--- src/rtl/gtxe2_chnl_tx_dataiface.sv ---
// ---------------------------------------------------------------------------
// gtxe2_chnl_tx_dataiface
//
// Purpose:
//   Transmit-side user data interface of the GTXE2 channel model. Wide user
//   words (data + K-flags) are accepted via a valid/ready handshake into a
//   small single-clock FIFO. Each word is then serialised, low slice first,
//   into `div` narrow words, one per usrclk cycle, for the TX encoder path.
//   The slice order is the inverse of the RX data interface packing, so a
//   loopback reproduces the original wide word.
//
// Ports:
//   usrclk     in   the only clock, rising edge
//   reset      in   synchronous, active-high
//   indata     in   wide data word
//   inisk      in   wide K-flags
//   inval      in   producer presents a word
//   inready    out  FIFO can accept (word moves on inval & inready)
//   outdata    out  registered narrow data slice
//   outisk     out  registered narrow K-flag slice
//   outval     out  outdata/outisk carry a real slice
//   phase      out  index of the slice currently on outdata
//   underflow  out  one-cycle pulse when a running stream runs dry
// ---------------------------------------------------------------------------
module gtxe2_chnl_tx_dataiface #(
  parameter int internal_data_width  = 16,
  parameter int interface_data_width = 32,
  parameter int internal_isk_width   = 2,
  parameter int interface_isk_width  = 4,
  parameter int log_depth            = 2,
  localparam int DIV     = interface_data_width / internal_data_width,
  localparam int PHASE_W = (DIV > 1) ? $clog2(DIV) : 1
) (
  input  logic                            usrclk,
  input  logic                            reset,
  input  logic [interface_data_width-1:0] indata,
  input  logic [interface_isk_width-1:0]  inisk,
  input  logic                            inval,
  output logic                            inready,
  output logic [internal_data_width-1:0]  outdata,
  output logic [internal_isk_width-1:0]   outisk,
  output logic                            outval,
  output logic [PHASE_W-1:0]              phase,
  output logic                            underflow
);

  localparam int WORD_W = interface_data_width + interface_isk_width;
  localparam int DEPTH  = 2 ** log_depth;

  localparam logic [log_depth:0]   CNT_ONE    = (log_depth + 1)'(1);
  localparam logic [log_depth:0]   CNT_FULL   = (log_depth + 1)'(DEPTH);
  localparam logic [log_depth-1:0] PTR_ONE    = log_depth'(1);
  localparam logic [PHASE_W-1:0]   PHASE_ONE  = PHASE_W'(1);
  localparam logic [PHASE_W-1:0]   PHASE_LAST = PHASE_W'(DIV - 1);

  // -------------------------------------------------------------------------
  // FIFO storage and pointers
  // -------------------------------------------------------------------------
  logic [WORD_W-1:0]    mem [DEPTH];
  logic [log_depth-1:0] wr_ptr_q;
  logic [log_depth-1:0] rd_ptr_q;
  logic [log_depth:0]   count_q;

  logic full;
  logic empty;
  logic push;
  logic pop;
  logic load_point;

  logic [WORD_W-1:0]               head;
  logic [interface_data_width-1:0] head_data;
  logic [interface_isk_width-1:0]  head_isk;

  assign full    = (count_q == CNT_FULL);
  assign empty   = (count_q == '0);
  assign inready = ~full & ~reset;
  assign push    = inval & inready;

  // Words are stored as {data, isk}.
  assign head      = mem[rd_ptr_q];
  assign head_data = head[WORD_W-1:interface_isk_width];
  assign head_isk  = head[interface_isk_width-1:0];

  // -------------------------------------------------------------------------
  // Serialiser registers
  // -------------------------------------------------------------------------
  logic [interface_data_width-1:0] hold_data_q, hold_data_d;
  logic [interface_isk_width-1:0]  hold_isk_q,  hold_isk_d;
  logic [internal_data_width-1:0]  outdata_q,   outdata_d;
  logic [internal_isk_width-1:0]   outisk_q,    outisk_d;
  logic                            outval_q,    outval_d;
  logic [PHASE_W-1:0]              phase_q,     phase_d;
  logic                            underflow_q, underflow_d;

  // Shifted view of the holding register: the low slice of these is the
  // next slice to emit (slice phase+1 of the original word).
  logic [interface_data_width-1:0] hold_data_shr;
  logic [interface_isk_width-1:0]  hold_isk_shr;

  assign hold_data_shr = hold_data_q >> internal_data_width;
  assign hold_isk_shr  = hold_isk_q >> internal_isk_width;

  // IDLE, or the last slice of the current word is on the outputs.
  assign load_point = ~outval_q | (phase_q == PHASE_LAST);

  // Occupancy is the registered count, so a word pushed into an empty FIFO
  // cannot be popped on the same edge.
  assign pop = ~reset & load_point & ~empty;

  always_comb begin
    hold_data_d = hold_data_q;
    hold_isk_d  = hold_isk_q;
    outdata_d   = outdata_q;
    outisk_d    = outisk_q;
    outval_d    = outval_q;
    phase_d     = phase_q;
    underflow_d = 1'b0;

    if (load_point) begin
      phase_d = '0;
      if (!empty) begin
        hold_data_d = head_data;
        hold_isk_d  = head_isk;
        outdata_d   = head_data[internal_data_width-1:0];
        outisk_d    = head_isk[internal_isk_width-1:0];
        outval_d    = 1'b1;
      end else begin
        outdata_d   = '0;
        outisk_d    = '0;
        outval_d    = 1'b0;
        // Only a stream that was running can underflow.
        underflow_d = outval_q;
      end
    end else begin
      // The holding register is shifted down as slices go out, so the
      // next slice is always at the bottom.
      hold_data_d = hold_data_shr;
      hold_isk_d  = hold_isk_shr;
      outdata_d   = hold_data_shr[internal_data_width-1:0];
      outisk_d    = hold_isk_shr[internal_isk_width-1:0];
      phase_d     = phase_q + PHASE_ONE;
    end
  end

  always_ff @(posedge usrclk) begin
    if (reset) begin
      hold_data_q <= '0;
      hold_isk_q  <= '0;
      outdata_q   <= '0;
      outisk_q    <= '0;
      outval_q    <= 1'b0;
      phase_q     <= '0;
      underflow_q <= 1'b0;
    end else begin
      hold_data_q <= hold_data_d;
      hold_isk_q  <= hold_isk_d;
      outdata_q   <= outdata_d;
      outisk_q    <= outisk_d;
      outval_q    <= outval_d;
      phase_q     <= phase_d;
      underflow_q <= underflow_d;
    end
  end

  // -------------------------------------------------------------------------
  // FIFO pointer / occupancy maintenance
  // -------------------------------------------------------------------------
  always_ff @(posedge usrclk) begin
    if (reset) begin
      wr_ptr_q <= '0;
      rd_ptr_q <= '0;
      count_q  <= '0;
    end else begin
      if (push) wr_ptr_q <= wr_ptr_q + PTR_ONE;
      if (pop)  rd_ptr_q <= rd_ptr_q + PTR_ONE;
      unique case ({push, pop})
        2'b10:   count_q <= count_q + CNT_ONE;
        2'b01:   count_q <= count_q - CNT_ONE;
        default: count_q <= count_q;
      endcase
    end
  end

  // Storage array has no reset; push is already blocked during reset.
  always_ff @(posedge usrclk) begin
    if (push) mem[wr_ptr_q] <= {indata, inisk};
  end

  assign outdata   = outdata_q;
  assign outisk    = outisk_q;
  assign outval    = outval_q;
  assign phase     = phase_q;
  assign underflow = underflow_q;

endmodule

--- config.mk ---
export PLATFORM = sky130hd
export DESIGN_NAME = gtxe2_chnl_tx_dataiface
export DESIGN_NICKNAME = d
export VERILOG_FILES = /design/src/rtl/gtxe2_chnl_tx_dataiface.sv
export SDC_FILE = /design/constraint.sdc
export NUM_CORES = 1
export LEC_CHECK = 0
export BUFFER_PORTS_ARGS = -buffer_cell sky130_fd_sc_hd__buf_4
export CAP_MARGIN = 20
export CORE_ASPECT_RATIO = 1.4
export CORE_UTILIZATION = 60
export CTS_CLUSTER_SIZE = 16
export DETAILED_ROUTE_END_ITERATION = 10
export MAX_ROUTING_LAYER = met4
export PLACE_DENSITY = 0.8
export SETUP_SLACK_MARGIN = 0.5
export SLEW_MARGIN = 10
export SYNTH_ARGS = -nofsm -noshare
export SYNTH_HDL_FRONTEND = slang
export SYNTH_SLANG_ARGS = --single-unit
--- constraint.sdc ---
create_clock -name usrclk -period 5.3 [get_ports usrclk]
set_input_delay 0.53 -clock usrclk [delete_from_list [all_inputs] [get_ports usrclk]]
set_output_delay 0.53 -clock usrclk [all_outputs]
set_load 0.05 [all_outputs]
# Word-level counts from Yosys, hierarchy flattened
# Memories as Yosys holds them, arrays and structs flattened. A register that Yosys moved wholly into a read port is not among the register bits.
# Cells that the tools add are included.
[word_totals]
ff_bits = 46
latchBits = 0
mem_bits_rw = 144
rom_bits = 0
out_inout_bits = 22
elab_cells = 44
mem_count = 1
[op_classes]
add_sub_neg = 5
n_mul = 0
n_div = 0
magnitude_cmp = 0
eq_ne = 3
shift = 0
mux = 10
bitwise = 10
reduce_logical = 5
[memory_table]
columns = ["name", "words", "width", "read_ports", "rd_ports_with_merged_regs", "write_ports", "line", "rtl"]
rows = [
  ["mem", 4, 36, 1, 1, 1, "59", "logic [WORD_W-1:0] mem [DEPTH];"],
]
[ops]
columns = ["cell", "count"]
rows = [
  ["$mux W16", 2],
  ["$mux W2", 4],
  ["$pmux W3 S2", 1],
  ["$not A1 Y1", 5],
  ["$add A2 B1 Y2 const B", 2],
  ["$and A1 B1 Y1", 4],
  ["$reduce_or A2 Y1", 2],
  ["$add A3 B1 Y3 const B", 1],
  ["$eq A3 B3 Y1 const B", 1],
  ["$logic_not A3 Y1", 1],
  ["$mux W1", 3],
  ["$reduce_or A3 Y1", 1],
  ["$sub A3 B1 Y3 const B", 1],
  ["$eq A2 B1 Y1 const B", 1],
  ["$eq A2 B2 Y1 const B", 1],
  ["$reduce_bool A2 Y1", 1],
  ["$add A1 B1 Y1 const B", 1],
  ["$or A1 B1 Y1", 1],
]

# Depth between registers and ports, before layout
[depth]
depth_word = 6
mapped_depth = 9
depth_no_buf = 9

# Least setup slack after synthesis
# OpenSTA, ideal clock, no wires.
[synth_timing]
path_type = "register -> register"
start = "reg phase_q (netlist: phase)"
end = "reg count_q[2]"
setup_ns = 0.071
arrival_time_ns = 2.583
t_required_ns = 5.229
path_slack_ns = 2.647
stages_incl_launch_ff = 10
n_path_buf = 1
period_less_slack_ns = 2.653
cell_sequence = "dfxtp_1 -> and2b_1 -> nor3_4 -> buf_2 -> ha_1 -> inv_1 -> fa_1 -> xor2_1 -> or3_1 -> a21oi_1"
[synth_via]
elab_chain_len = 5
word_cells_on_any_way = 7
cone_classes = "eq/ne: 2; mux: 1; bitwise: 3; reduce/logical: 1"
[synth_lines]
columns = ["element", "line", "rtl"]
rows = [
  ["from (decl)", "92", "logic [PHASE_W-1:0] phase_q, phase_d;"],
  ["from (signal assigned)", "160", "phase_q <= phase_d;"],
  ["$or A1 B1 Y1 *", "104", "assign load_point = ~outval_q | (phase_q == PHASE_LAST);"],
  ["$and A1 B1 Y1 * (2 in series)", "108", "assign pop = ~reset & load_point & ~empty;"],
  ["via pop", "67", "logic pop;"],
  ["$eq A2 B1 Y1 or $eq A2 B2 Y1 (tied branches)", "176", "unique case ({push, pop})"],
  ["$pmux W3 S2 or $reduce_bool A2 Y1 (tied branches)", "--", ""],
  ["to (signal assigned)", "177", "2'b10: count_q <= count_q + CNT_ONE;"],
  ["to (signal assigned)", "178", "2'b01: count_q <= count_q - CNT_ONE;"],
  ["to (signal assigned)", "179", "default: count_q <= count_q;"],
  ["to (decl)", "62", "logic [log_depth:0] count_q;"],
]
# Mark *: on every way through the listed nets, which the timed path passes. The rest lies on a longest branch.
# A chain may end at the register's enable or synchronous reset.

# Worst setup path in the final report
[layout_timing]
start = "reg phase_q (netlist: phase)"
end = "reg count_q[2]"
[layout_via]
elab_chain_len = 5
word_cells_on_any_way = 7
cone_classes = "eq/ne: 2; mux: 1; bitwise: 3; reduce/logical: 1"
[layout_lines]
columns = ["element", "line"]
rows = [
  ["$or A1 B1 Y1 *", "104"],
  ["$and A1 B1 Y1 * (2 in series)", "108"],
  ["$eq A2 B1 Y1 or $eq A2 B2 Y1 (tied branches)", "176"],
  ["$pmux W3 S2 or $reduce_bool A2 Y1 (tied branches)", "--"],
]
# Every way passes the cells marked *; elsewhere a longest branch is shown, timed or not.

==> results.md <==
* Row count at 45
* Slew Viols, Final at 0
* Drt first-iter violations at 233
* Tcrit/Tclk final at 0.482
* Synthesized instance count at 329
* CP Capture Type: flip-flop
* Number of global-route vias before repair at 3512
* Starting Density at 0.624
* Crit path kind: flip-flop to flip-flop
* CTS buffer count at 17
* Required @ worst endpoint at 5.65 ns
* RePlAce Congestion at 0.702
* Ys flop type: edfxtp_1
* Antenna cell count at 0
* Hold crit path type: primary input to flip-flop
* Peak VDD IR at 0.421 mV
* GRT Total Usage at 0.228
* Initial antenna violation count at 0
* Max Fclk at 391 MHz
* Reg2Reg Depth at 9
* Layout overhead on the synthesized area at 16.7%
* Post-layout net count at 440
* Clock sink count at 192
* First drt pass iteration count at 4
* Synth async-reset ratio at 0
* CORE AREA at 11000 um^2
* IO buf count at 60
* CTS Root Cell: clkbuf_16
* DR WL/cell at 21.6 um
* Pwr Density at 498 nW/um^2
* Seq/Total Area, Yosys at 0.767
* Placed Cells incl. Taps at 517
* R2R Path Start: phase
* Syn Nets at 374
* Via count at 3308
* #FFs+latches synth at 192
* Mapped cell area at 6890 um^2
* Latest clock arrival within the worst-skew pair at 0.42 ns
* Die Area at 11900 um^2
* Via-to-Cell Ratio at 6.03
* # IOs at 61
* Layout Skew at 0.0121 ns
* CTS tree: built
* Worst slew pin tran at 1.03 ns
* Hold-fix buffers, CTS at 0
* Synth warn at 0
* H-tree Lvls at 4
* WHS Path Cells at 1
* Largest net degree at the start of global routing at 38
* Worst setup path startpoint: phase
* Reg clk slew, reported paths at 0.07 ns
* Share of cells above drive strength 1 at 0.375
* Yosys top cell by area: edfxtp_1
* Max-slew headroom at 0.312
* DRT antenna net count at 0
* Hold Fails Final Rpt at 0
* Setup_tns at 0 ns
* First-pass GRT wire length at 18900 um
* CP max FO at 37
* Top-count cell post-synth: edfxtp_1
* Synth cell types at 34
* Die extent in y at 129 um
* Routed WL at 11900 um
* Top cell type's share of synthesized area at 0.628
* Lkg Pwr at 2.76 nW
* GRT overflow at 0
* Top post-synthesis cells by area: edfxtp_1 (63%), dfxtp_1 (14%), mux4_2 (12%)
* Minimum clock period at 2.55 ns
* DP Wirelength at 6450 um
* Status: finished clean
* Post-Layout Cell Count at 549
* Synth Area per Inst at 20.9 um^2
* Postcts setup bufs at 0
* EDFF count, synth at 144
* Startpoint type of the worst setup path: flip-flop
* Die X at 92.6 um
* # setup viols final at 0
* DRC violation count after routing at 0
* CTS max path bufs at 2
* Setup repair after global routing missed its margin: false
* WP data arrival at 2.90 ns
* Post-CTS Resized at 0
* Max-Cap Viols at 0
* Final Hold Slack at 0.303 ns
* Min-delay src: indata[0]
* Commonest cells post-synth: edfxtp_1 (144), dfxtp_1 (48), mux4_2 (36)
## path summary, 6_finish.rpt
| path | end | slack, ns |
|---|---|---|
| min reg2reg | hold_data_q[30] | 0.49 |
| max reg2reg | count_q[2] | 2.75 |
| min | mem[3][4] | 0.30 |
| max | count_q[2] | 2.75 |
## state kept, by name (all words and copies together) (netlist names), named ones only
register and cells:
mem 144, rd_ptr_q 2, count_q 3, underflow 1
hold_data_q 16, outval 1, outdata 16, wr_ptr_q 2
outisk 2, hold_isk_q 2, phase 1
## layout by cell type, fill, tap and decap left out, types with 3 or more instances in the layout
master	instances
clkbuf_16	17
a22o_1	21
and2_2	5
clkinv_4	3
ha_1	5
a21oi_1	5
mux4_2	36
inv_1	8
buf_4	62
a22o_2	15
dfxtp_1	46
edfxtp_1	144
bufinv_16	3
clkinv_1	3
nor2_1	5
## critical path, cell delays in order (launching register included)
cell and delay [ns]:
dfxtp_1 0.33, and2b_1 0.26, nor3_4 0.12, buf_4 0.42, ha_1 0.28, inv_1 0.07, fa_1 0.37, xor2_1 0.16
or3_1 0.31, a21oi_1 0.16
## area by class of cell
class	count	area, um^2
Clock buffer	19	433
Clock inverter	13	161
Fill cell	651	3000
Inverter	8	30.0
Multi-Input combinational cell	114	1490
Sequential cell	192	5290
Tap cell	141	176
Timing Repair Buffer	62	465
## layer usage
layer  global-route usage  vias to the layer above  share of wire
met5                    -                        -              0
met1                0.284                     1697           0.41
li1                     -                     1472              -
met4                0.104                        0          0.021
met2                0.353                      121           0.51
met3               0.0615                       18          0.054
## through the flow
stage | instance area [um^2] | setup slack (ns) | power (mW) | utilization
final | 8040 | 2.75 | 4.00 | 0.728
after detailed placement | 7440 | 2.60 | 2.76 | 0.675
after global routing | 8040 | 2.62 | 4.15 | 0.728
after CTS | 8040 | 2.75 | 4.03 | 0.728
after global placement | 7440 | 2.69 | 2.73 | 0.675
after floorplan | 6890 | 2.65 | 2.54 | -
## report_power, final
part           total, mW  switching, mW  internal, mW
Combinational      0.833          0.483         0.350
Clock               1.27          0.530         0.745
Sequential          1.90         0.0953          1.80
Total               4.00           1.11          2.89
## cell families after synthesis
family,share of synthesized area
flops,0.767
compound gates,0.0559
mux,0.121
buf+inv,0.0183
simple gates,0.0232
fa+ha+maj,0.0120
xor+xnor,0.00254
(Power assumes the default switching activity.)
